### config.mk
export PLATFORM = sky130hd
export DESIGN_NAME = seq_detector_param
export DESIGN_NICKNAME = d
export VERILOG_FILES = /design/src/rtl/seq_detector_param.sv
export SDC_FILE = /design/constraint.sdc
export NUM_CORES = 1
export LEC_CHECK = 0
export ABC_CLOCK_PERIOD_IN_PS = 5900
export CORE_AREA = 2 2 65 128
export CTS_CLUSTER_SIZE = 24
export DETAILED_ROUTE_END_ITERATION = 7
export DIE_AREA = 0 0 67 130
export GPL_ROUTABILITY_DRIVEN = 0
export PLACE_DENSITY_LB_ADDON = 0.08
export SYNTH_ARGS = -nofsm -noshare
export SYNTH_HDL_FRONTEND = slang
export SYNTH_SLANG_ARGS = --single-unit
export TNS_END_PERCENT = 1
### constraint.sdc
create_clock -name clk -period 5.9 [get_ports clk]
set_input_delay 1.18 -clock clk [delete_from_list [all_inputs] [get_ports clk]]
set_output_delay 1.18 -clock clk [all_outputs]
set_load 0.01 [all_outputs]
### src/rtl/seq_detector_param.sv
// Serial pattern detector with a runtime-loadable pattern, length and overlap mode.
// Produces a registered match pulse and a saturating match counter.
module seq_detector_param #(
  parameter int unsigned                 MAX_LEN     = 8,
  parameter int unsigned                 CNT_W       = 16,
  parameter logic [MAX_LEN-1:0]          RST_PATTERN = 'b1011,
  parameter int unsigned                 RST_LEN     = 4,
  localparam int unsigned                LW          = $clog2(MAX_LEN + 1)
) (
  input  logic               clk,
  input  logic               rst,
  input  logic               in_valid,
  input  logic               in_bit,
  input  logic               cfg_load,
  input  logic [MAX_LEN-1:0] cfg_pattern,
  input  logic [LW-1:0]      cfg_len,
  input  logic               cfg_overlap,
  input  logic               count_clr,
  output logic               seq_detected,
  output logic [CNT_W-1:0]   match_count
);

  localparam logic [LW-1:0]    MaxLen = LW'(MAX_LEN);
  localparam logic [CNT_W-1:0] CntMax = {CNT_W{1'b1}};

  logic [MAX_LEN-1:0] pattern_q, pattern_d;
  logic [LW-1:0]      len_q, len_d;
  logic               overlap_q, overlap_d;
  logic [MAX_LEN-1:0] hist_q, hist_d;
  logic [LW-1:0]      fill_q, fill_d;
  logic               det_q, det_d;
  logic [CNT_W-1:0]   cnt_q, cnt_d;

  logic [MAX_LEN-1:0] hist_upd;
  logic [LW-1:0]      fill_upd;
  logic [MAX_LEN-1:0] len_mask;
  logic               match;

  always_comb begin
    hist_upd = {hist_q[MAX_LEN-2:0], in_bit};
    fill_upd = (fill_q == MaxLen) ? fill_q : fill_q + LW'(1);
    len_mask = '0;
    for (int i = 0; i < int'(MAX_LEN); i++) begin
      len_mask[i] = (LW'(i) < len_q);
    end
    // A stored length of zero gives an empty mask, so it is excluded explicitly.
    match = in_valid && !cfg_load && (len_q != '0) && (fill_upd >= len_q) &&
            (((hist_upd ^ pattern_q) & len_mask) == '0);
  end

  always_comb begin
    pattern_d = pattern_q;
    len_d     = len_q;
    overlap_d = overlap_q;
    hist_d    = hist_q;
    fill_d    = fill_q;
    det_d     = match;
    cnt_d     = cnt_q;

    if (cfg_load) begin
      pattern_d = cfg_pattern;
      len_d     = (cfg_len > MaxLen) ? MaxLen : cfg_len;
      overlap_d = cfg_overlap;
      hist_d    = '0;
      fill_d    = '0;
    end else if (in_valid) begin
      hist_d = hist_upd;
      fill_d = (match && !overlap_q) ? '0 : fill_upd;
    end

    if (count_clr) begin
      cnt_d = match ? CNT_W'(1) : '0;
    end else if (match && (cnt_q != CntMax)) begin
      cnt_d = cnt_q + CNT_W'(1);
    end
  end

  always_ff @(posedge clk) begin
    if (rst) begin
      pattern_q <= RST_PATTERN;
      len_q     <= LW'(RST_LEN);
      overlap_q <= 1'b1;
      hist_q    <= '0;
      fill_q    <= '0;
      det_q     <= 1'b0;
      cnt_q     <= '0;
    end else begin
      pattern_q <= pattern_d;
      len_q     <= len_d;
      overlap_q <= overlap_d;
      hist_q    <= hist_d;
      fill_q    <= fill_d;
      det_q     <= det_d;
      cnt_q     <= cnt_d;
    end
  end

  assign seq_detected = det_q;
  assign match_count  = cnt_q;

endmodule

# Word-level counts from Yosys, hierarchy flattened

Cells that the tools add are included.

Input bits: 19
Bits in registers: 41
Output and inout bits: 17
Word-level logic and storage cells: 41

Add/sub/neg operators: 2
Multiplexer cells: 6
Reductions and logical operators: 12
Bitwise gates (word level): 2
Equal/unequal tests: 2
Magnitude comparators: 10

Operators with widths:

| operator                | number |
|---|---|
| $mux W16                | 2 |
| $add A16 B1 Y16 const B | 1 |
| $lt A3 B4 Y1 const A    | 4 |
| $ne A16 B16 Y1 const B  | 1 |
| $mux W4                 | 3 |
| $and A8 B8 Y8           | 1 |
| $logic_not A8 Y1        | 1 |
| $lt A1 B4 Y1 const A    | 2 |
| $lt A2 B4 Y1 const A    | 2 |
| $xor A8 B8 Y8           | 1 |
| $logic_and A1 B1 Y1     | 6 |
| $add A4 B1 Y4 const B   | 1 |
| $eq A4 B4 Y1 const B    | 1 |
| $ge A4 B4 Y1            | 1 |
| $gt A4 B4 Y1 const B    | 1 |
| $reduce_bool A4 Y1      | 1 |
| $logic_not A1 Y1        | 2 |
| $reduce_bool A2 Y1      | 1 |
| $reduce_or A2 Y1        | 1 |
| $mux W1                 | 1 |

# Depth between registers and ports, before layout

Gate-level depths: netlist of run 1.

Depth in word-level cells: 8
Gate-level depth with buffers: 12

# Least setup slack after synthesis of run 1

No wires, ideal clock.

Path kind: input to register
Start point: input in_valid
End point: register cnt_q[4], in the netlist match_count[4]
Slack: 3.218 ns
Cell stages on the path: 8
Buffers on the path: 2
Data arrival time: 2.612 ns
Path through: buf_2 -> nor2b_1 -> o2111ai_1 -> nor3_2 -> nand4_4 -> buf_6 -> or3_1 -> a21oi_1

Word-level cells in the longest chain between the ends: 6

RTL lines:

| what                                | RTL line | text |
|---|---|---|
| from (decl)                         | 12       | `input logic in_valid,` |
| $logic_and A1 B1 Y1 (4 in series)   | 47       | `match = in_valid && !cfg_load && (len_q != '0) && (fill_upd >= len_q) &&` |
| $logic_and A1 B1 Y1                 | 73       | `end else if (match && (cnt_q != CntMax)) begin` |
| $reduce_bool A2 Y1 (no source line) | --       |  |
| to (signal assigned)                | 94       | `cnt_q <= cnt_d;` |
| to (decl)                           | 32       | `logic [CNT_W-1:0] cnt_q, cnt_d;` |

Every way passes these cells.
A chain may end at the register's enable or synchronous reset.

# Worst setup path in the final report of run 1

Start point: input cfg_load
End point: register cnt_q[7], in the netlist match_count[7]

Word-level cells in the longest chain between the ends: 7

RTL lines:

| what                                | RTL line | text |
|---|---|---|
| from (decl)                         | 14       | `input logic cfg_load,` |
| $logic_not A1 Y1                    | 47       |  |
| $logic_and A1 B1 Y1 (4 in series)   | 47       |  |
| $logic_and A1 B1 Y1                 | 73       |  |
| $reduce_bool A2 Y1 (no source line) | --       |  |

Every way passes these cells.

==> results of run 1 <==
[layout make-up]
type | instances | area (µm²)
Clock buffer | 5 | 125
Clock inverter | 2 | 35.0
Fill cell | 845 | 5150
Inverter | 11 | 41.3
Multi-Input combinational cell | 175 | 1180
Sequential cell | 41 | 821
Tap cell | 96 | 120
Timing Repair Buffer | 35 | 350
[logic make-up after synthesis]
logic type      after synthesis  share of synthesized area
compound gates               53                      0.166
xor+xnor                     12                     0.0497
buf+inv                      23                     0.0527
fa+ha+maj                     7                     0.0414
mux                          13                     0.0615
flops                        41                      0.388
simple gates                 90                      0.241
[per-stage QoR]
step / power (W) / hold slack, ns / util / setup WS [ns]
2_1_floorplan: 0.000332 / 0.482 / - / 3.22
3_3_place_gp: 0.000350 / 0.492 / 0.321 / 1.99
3_5_place_dp: 0.000350 / 0.500 / 0.321 / 1.95
4_1_cts: 0.000661 / 0.511 / 0.342 / 2.25
5_1_grt: 0.000677 / 0.534 / 0.342 / 2.05
6_report: 0.000649 / 0.505 / 0.342 / 2.25
[synthesized netlist by cell type, types with 3 or more instances]
cell	n
clkbuf_1	5
a211o_1	4
o21ai_0	10
xnor2_1	11
o32ai_1	3
mux2i_1	13
ha_1	7
nor2b_1	5
buf_6	3
a21oi_1	18
dfxtp_1	41
or3_1	8
or4_1	6
o21ai_1	5
nand2_1	8
nand3_1	13
o31ai_1	4
nor2_1	25
nand4_1	8
inv_1	11
[cell usage in the layout, fill, tap and decap left out, types with 6 or more instances in the layout]
master and count:
dfxtp_1 41, ha_1 7, clkdlybuf4s50_1 35, nor2_1 25, a21oi_1 18, or3_1 8, xnor2_1 11, o21ai_0 10
nand3_1 13, inv_1 11, nand2_1 8, or4_1 6, nand4_1 8, mux2i_1 13
[layer usage]
layer / vias up / global-route usage / share of wire
li1: 924 / - / -
met1: 821 / 0.150 / 0.47
met2: 35 / 0.181 / 0.46
met3: 6 / 0.0302 / 0.047
met4: 0 / 0.0540 / 0.020
met5: - / 0 / 0
[state kept, by name, summed over array words and instances, names as in the netlist]
name / cells
pattern_q: 8
overlap_q: 1
seq_detected: 1
match_count: 16
len_q: 4
fill_q: 4
hist_q: 7
[worst max path at each step]
stage	start	to	slack [ns]	cells after the start
2_1_floorplan	in_valid	match_count[4]	3.22	8
3_3_place_gp	cfg_load	match_count[5]	1.99	7
3_5_place_dp	cfg_load	match_count[7]	1.95	7
4_1_cts	cfg_load	match_count[7]	2.25	7
5_1_grt	cfg_load	match_count[7]	2.05	7
6_report	cfg_load	match_count[7]	2.25	7
[critical path, delay by kind of cell]
family                 cells  cell delay, ns
AO/OA/AOI/OAI              2            0.29
buffers and inverters      1            0.88
AND/OR/NAND/NOR            4            1.50
[power by group]
| group | total (W) | switching (W) | internal [W] | leakage (nW) |
|---|---|---|---|---|
| clock network | 0.000306 | 0.000110 | 0.000196 | 0.0797 |
| registers | 0.000290 | 0.00000691 | 0.000283 | 0.333 |
| logic | 0.0000527 | 0.0000248 | 0.0000279 | 0.492 |
==> metrics.md, run 1 <==
| Metric | Value |
|---|---|
| Die W | `67 µm` |
| Reg2Reg Setup Slack | `3.01 ns` |
| Initial DRC count | `76` |
| Tot GR Track Use | `0.117` |
| Data required, critical path | `6.12 ns` |
| Asr flop ratio synth | `0` |
| Net count after synthesis | `265` |
| Final nets | `295` |
| Initial Utilization | `0.270` |
| Worst path slowest cell | `clkdlybuf4s50_1` |
| Drc violations | `0` |
| Placed inst area | `0.00251 mm²` |
| Reg2reg start | `fill_q[0]` |
| Cell taking the most area after synthesis | `dfxtp_1` |
| Post-CTS Resized | `0` |
| Min Tclk post-route | `3.65 ns` |
| Post-Route Skew | `0.00657 ns` |
| Worst Reg-to-Reg Cells | `11` |
| Fin area | `0.00268 mm²` |
| CP Cell Sequence | `clkdlybuf4s50_1 > nor2b_1 > o2111ai_1 > nor3_2 > nand4_4 > or4_1 > a21oi_1` |
| Synth top area cells | `dfxtp_1, mux2i_1, xnor2_1` |
| CTS tree | `done` |
| Clk buf depth | `2` |
| Yosys warning count | `0` |
| Initial DRT Pass Iterations | `4` |
| DRT antenna net count | `0` |
| WL per Instance | `13.1 µm` |
| CTS sink cnt | `41` |
| WHS Endpoint | `match_count[15]` |
| Synth Area per Inst | `8.85 µm²` |
| Post-synth EDFFs | `0` |
| CTS buffer count | `5` |
| Status | `complete, no violations` |
| Grt total ovfl | `0` |
| Port Buffer Count | `35` |
| DR vias/cell | `4.89` |
| Synth Cell Area | `0.00211 mm²` |
| Die height | `130 µm` |
| Root buffer cell | `clkbuf_16` |
| Cells after DPL | `358` |
| MaxCap Viol Count | `0` |
| First-pass GRT wire length | `7670 µm` |
| Mapped Cells | `239` |
| Hold Fails Final Rpt | `0` |
| Final setup viols | `0` |
| Max-slew headroom | `0.397` |
| Synth Register Bits | `41` |
| Total Wirelength | `4790 µm` |
| Largest net degree at the start of global routing | `28` |
| P_leak | `0.905 nW` |
| Max IR drop VDD | `0.000147 V` |
| Min-delay worst type | `flop to flop` |
| CP startpoint kind | `input port` |
| Worst Setup End Kind | `flop` |
| Hold bufs inserted after CTS | `0` |
| Worst skew pair latency | `0.28 ns` |
| Diode count | `0` |
| Hold Path Depth | `2` |
| CP max FO | `27` |
| Num rows | `46` |
| Finished Layout Cells | `365` |
| Highest clock rate | `274 MHz` |
| # IOs | `36` |
| DR vias | `1786` |
| Die area | `0.00871 mm²` |
| Worst hold start | `match_count[15]` |
| Most used DFF post-synth | `dfxtp_1` |
| Core area | `0.00783 mm²` |
| WS Path Type | `input port to flop` |
| Distinct cells, synth | `44` |
| Tcrit/Tclk final | `0.618` |
| Power per cell area | `243 mW/mm²` |
| Dpl hpwl | `3400 µm` |
| R2r endpoint | `match_count[7]` |
| RSZ-0062 raised after global routing | `no` |
| Synthesis-to-finish area growth | `26.5%` |
| Layout cells sized above 1 | `0.0632` |
| Critical path's largest stage delay | `0.88 ns` |
| Top cell type's share of synthesized area | `0.388` |
| Post-CTS Setup Inserts | `0` |
| H-tree depth | `2` |
| Clk pin slew, worst setup/hold paths | `0.06 ns` |
| Post-route setup TNS | `0 ns` |
| Antenna violations before repair | `0` |
| Final max-slew violation count | `0` |
| Critical path arrival | `3.87 ns` |
| Post-synthesis sequential area ratio | `0.388` |
| Worst-Margin Slew | `0.902 ns` |
| Vias in the first global route | `1582` |
(Power assumes the default switching activity.)
==> run 2, diff against run 1 <==
--- a/config.mk
+++ b/config.mk
@@ -5,7 +5,7 @@
 export SDC_FILE = /design/constraint.sdc
 export NUM_CORES = 1
 export LEC_CHECK = 0
-export ABC_CLOCK_PERIOD_IN_PS = 5900
+export ABC_CLOCK_PERIOD_IN_PS = 3200
 export CORE_AREA = 2 2 65 128
 export CTS_CLUSTER_SIZE = 24
 export DETAILED_ROUTE_END_ITERATION = 7
==> constraint.sdc (replaced) <==
create_clock -name clk -period 3.2 [get_ports clk]
set_input_delay 0.64 -clock clk [delete_from_list [all_inputs] [get_ports clk]]
set_output_delay 0.64 -clock clk [all_outputs]
set_load 0.01 [all_outputs]
==> run 2 against run 1 <==
Against the previous run: register-to-register slack worse by 2.7 ns; setup slack worse by 2.0 ns; clock power up 61%; count of clock-buffer cells in the layout unchanged; utilization up 0.064 points; sequential power up 84%; power up 74%; global-route usage up 0.64 points; via count up 0.17%; sequential cell count unchanged; non-clock buffer count up 3; first-iteration DRC count up 13%; critical path type is now flop to flop; largest cell class unchanged.
==> metrics.md, run 2 (synthesized netlist as in run 1, its figures left out) <==
| Metric | Value |
|---|---|
| Status | `complete, no violations` |
| Highest clock rate | `344 MHz` |
| Worst setup path startpoint | `fill_q[0]` |
| Reg2reg start | `fill_q[0]` |
| Hold bufs inserted after CTS | `0` |
| Worst skew pair latency | `0.29 ns` |
| P_leak | `0.909 nW` |
| Total Wirelength | `5050 µm` |
| Crit path capture | `match_count[7]` |
| Comb pwr share | `0.090` |
| Clk pin slew, worst setup/hold paths | `0.06 ns` |
| H-tree depth | `2` |
| DRT antenna net count | `0` |
| Dpl hpwl | `3600 µm` |
| Antenna violations before repair | `0` |
| WS Path Type | `flop to flop` |
| Synthesis-to-finish area growth | `26.7%` |
| Reg2Reg Setup Slack | `0.29 ns` |
| Final max-slew violation count | `0` |
| Initial DRC count | `86` |
| CP max FO | `27` |
| Min Tclk post-route | `2.91 ns` |
| WL per Instance | `13.7 µm` |
| Power per cell area | `421 mW/mm²` |
| Grt total ovfl | `0` |
| Max reg flops | `16` |
| Reg power frac | `0.474` |
| Min-delay worst type | `flop to flop` |
| Layout cells sized above 1 | `0.0769` |
| Clk buf depth | `2` |
| # IOs | `36` |
| Commonest non-fill, non-tap cell in the layout | `dfxtp_1` |
| Initial DRT Pass Iterations | `4` |
| Clock Power Share | `0.436` |
| DR vias | `1789` |
| Post-Route Skew | `0.00351 ns` |
| R2r endpoint | `match_count[7]` |
| Data required, critical path | `3.42 ns` |
| Worst-Margin Slew | `0.513 ns` |
| Most frequent cells in the layout | `dfxtp_1, clkdlybuf4s50_1, nor2_1` |
| Power, Total | `0.00113 W` |
| Num rows | `46` |
| Max-slew headroom | `0.649` |
| Largest net degree at the start of global routing | `28` |
| P_sw | `0.000268 W` |
| CTS buffer count | `5` |
| Die area | `0.00871 mm²` |
| First-pass GRT wire length | `8090 µm` |
| Core area | `0.00783 mm²` |
| Post-CTS Setup Inserts | `0` |
| Critical path arrival | `3.13 ns` |
| Worst Reg-to-Reg Cells | `11` |
| Die height | `130 µm` |
| Worst Setup End Kind | `flop` |
| Tcrit/Tclk final | `0.909` |
| P_int | `0.000861 W` |
| Vias in the first global route | `1692` |
| Switching Fraction | `0.237` |
| Post-CTS Resized | `0` |
| Final nets | `298` |
| Root buffer cell | `clkbuf_16` |
| Post-route setup TNS | `0 ns` |
| CTS sink cnt | `41` |
| Initial Utilization | `0.270` |
| Drc violations | `0` |
| Max IR drop VDD | `0.000247 V` |
| CTS tree | `done` |
| Port Buffer Count | `35` |
| MaxCap Viol Count | `0` |
| Diode count | `0` |
| Die W | `67 µm` |
| RSZ-0062 raised after global routing | `no` |
| Final setup viols | `0` |
| DR vias/cell | `4.85` |
| CP startpoint kind | `flop` |
| Tot GR Track Use | `0.123` |
| Hold Fails Final Rpt | `0` |
run 2: cell types whose count changed in the layout (fill, tap and decap cells not counted):
cell        before  now
buf_4            0    3
bufinv_16        1    0
clkinv_2         1    2
clkinvlp_4       0    1
run 2: cell type report:
class / instances / area (µm²)
fillers: 849 / 5150
multi-input cells: 175 / 1180
flip-flops and latches: 41 / 821
repair buffers: 38 / 373
clock buffers: 5 / 125
well taps: 96 / 120
inverters: 11 / 41.3
clock inverters: 3 / 17.5
run 2: critical path, cell delays in order (launching register included):
cell,delay (ns)
dfxtp_1,0.34
inv_1,0.12
ha_1,0.19
nand3_1,0.14
xnor2_1,0.17
ha_1,0.27
nand2b_1,0.09
a2111oi_0,0.11
nor3_2,0.33
nand4_4,0.36
or4_1,0.58
a21oi_1,0.15
run 2: worst min path at each step:
| stage | start | to | slack [ns] | depth (start not counted) |
|---|---|---|---|---|
| CTS | match_count[15] | match_count[15] | 0.50 | 2 |
| floorplan | hist_q[6] | hist_q[6] | 0.48 | 2 |
| global placement | match_count[15] | match_count[15] | 0.49 | 2 |
| global route | match_count[10] | match_count[10] | 0.54 | 2 |
| detailed placement | match_count[15] | match_count[15] | 0.49 | 2 |
| finish | match_count[15] | match_count[15] | 0.51 | 2 |
run 2: stage by stage:
step           hold slack, ns  instances  area (µm²)   util  setup slack, ns
5_1_grt                 0.537        369        2680  0.342           0.0814
6_report                0.507        369        2680  0.342            0.292
4_1_cts                 0.503        369        2680  0.342            0.267
2_1_floorplan           0.482        239        2110      -            0.766
3_3_place_gp            0.490        361        2540  0.324            0.340
3_5_place_dp            0.493        361        2540  0.324            0.279
run 2: power groups by stage:
stage	Combinational [W]	Sequential, W	Clock (W)
floorplan	0.0000713	0.000540	0
global placement	0.000101	0.000546	0
detailed placement	0.000103	0.000546	0
CTS	0.000103	0.000535	0.000515
global route	0.000112	0.000537	0.000531
finish	0.000101	0.000535	0.000493
run 2: metal layers:
layer / up-vias / global-route usage / wire length [µm]
li1: 927 / - / -
met1: 820 / 0.166 / 2430
met2: 34 / 0.185 / 2300
met3: 8 / 0.0267 / 209
met4: 0 / 0.0612 / 109
met5: - / 0 / 0
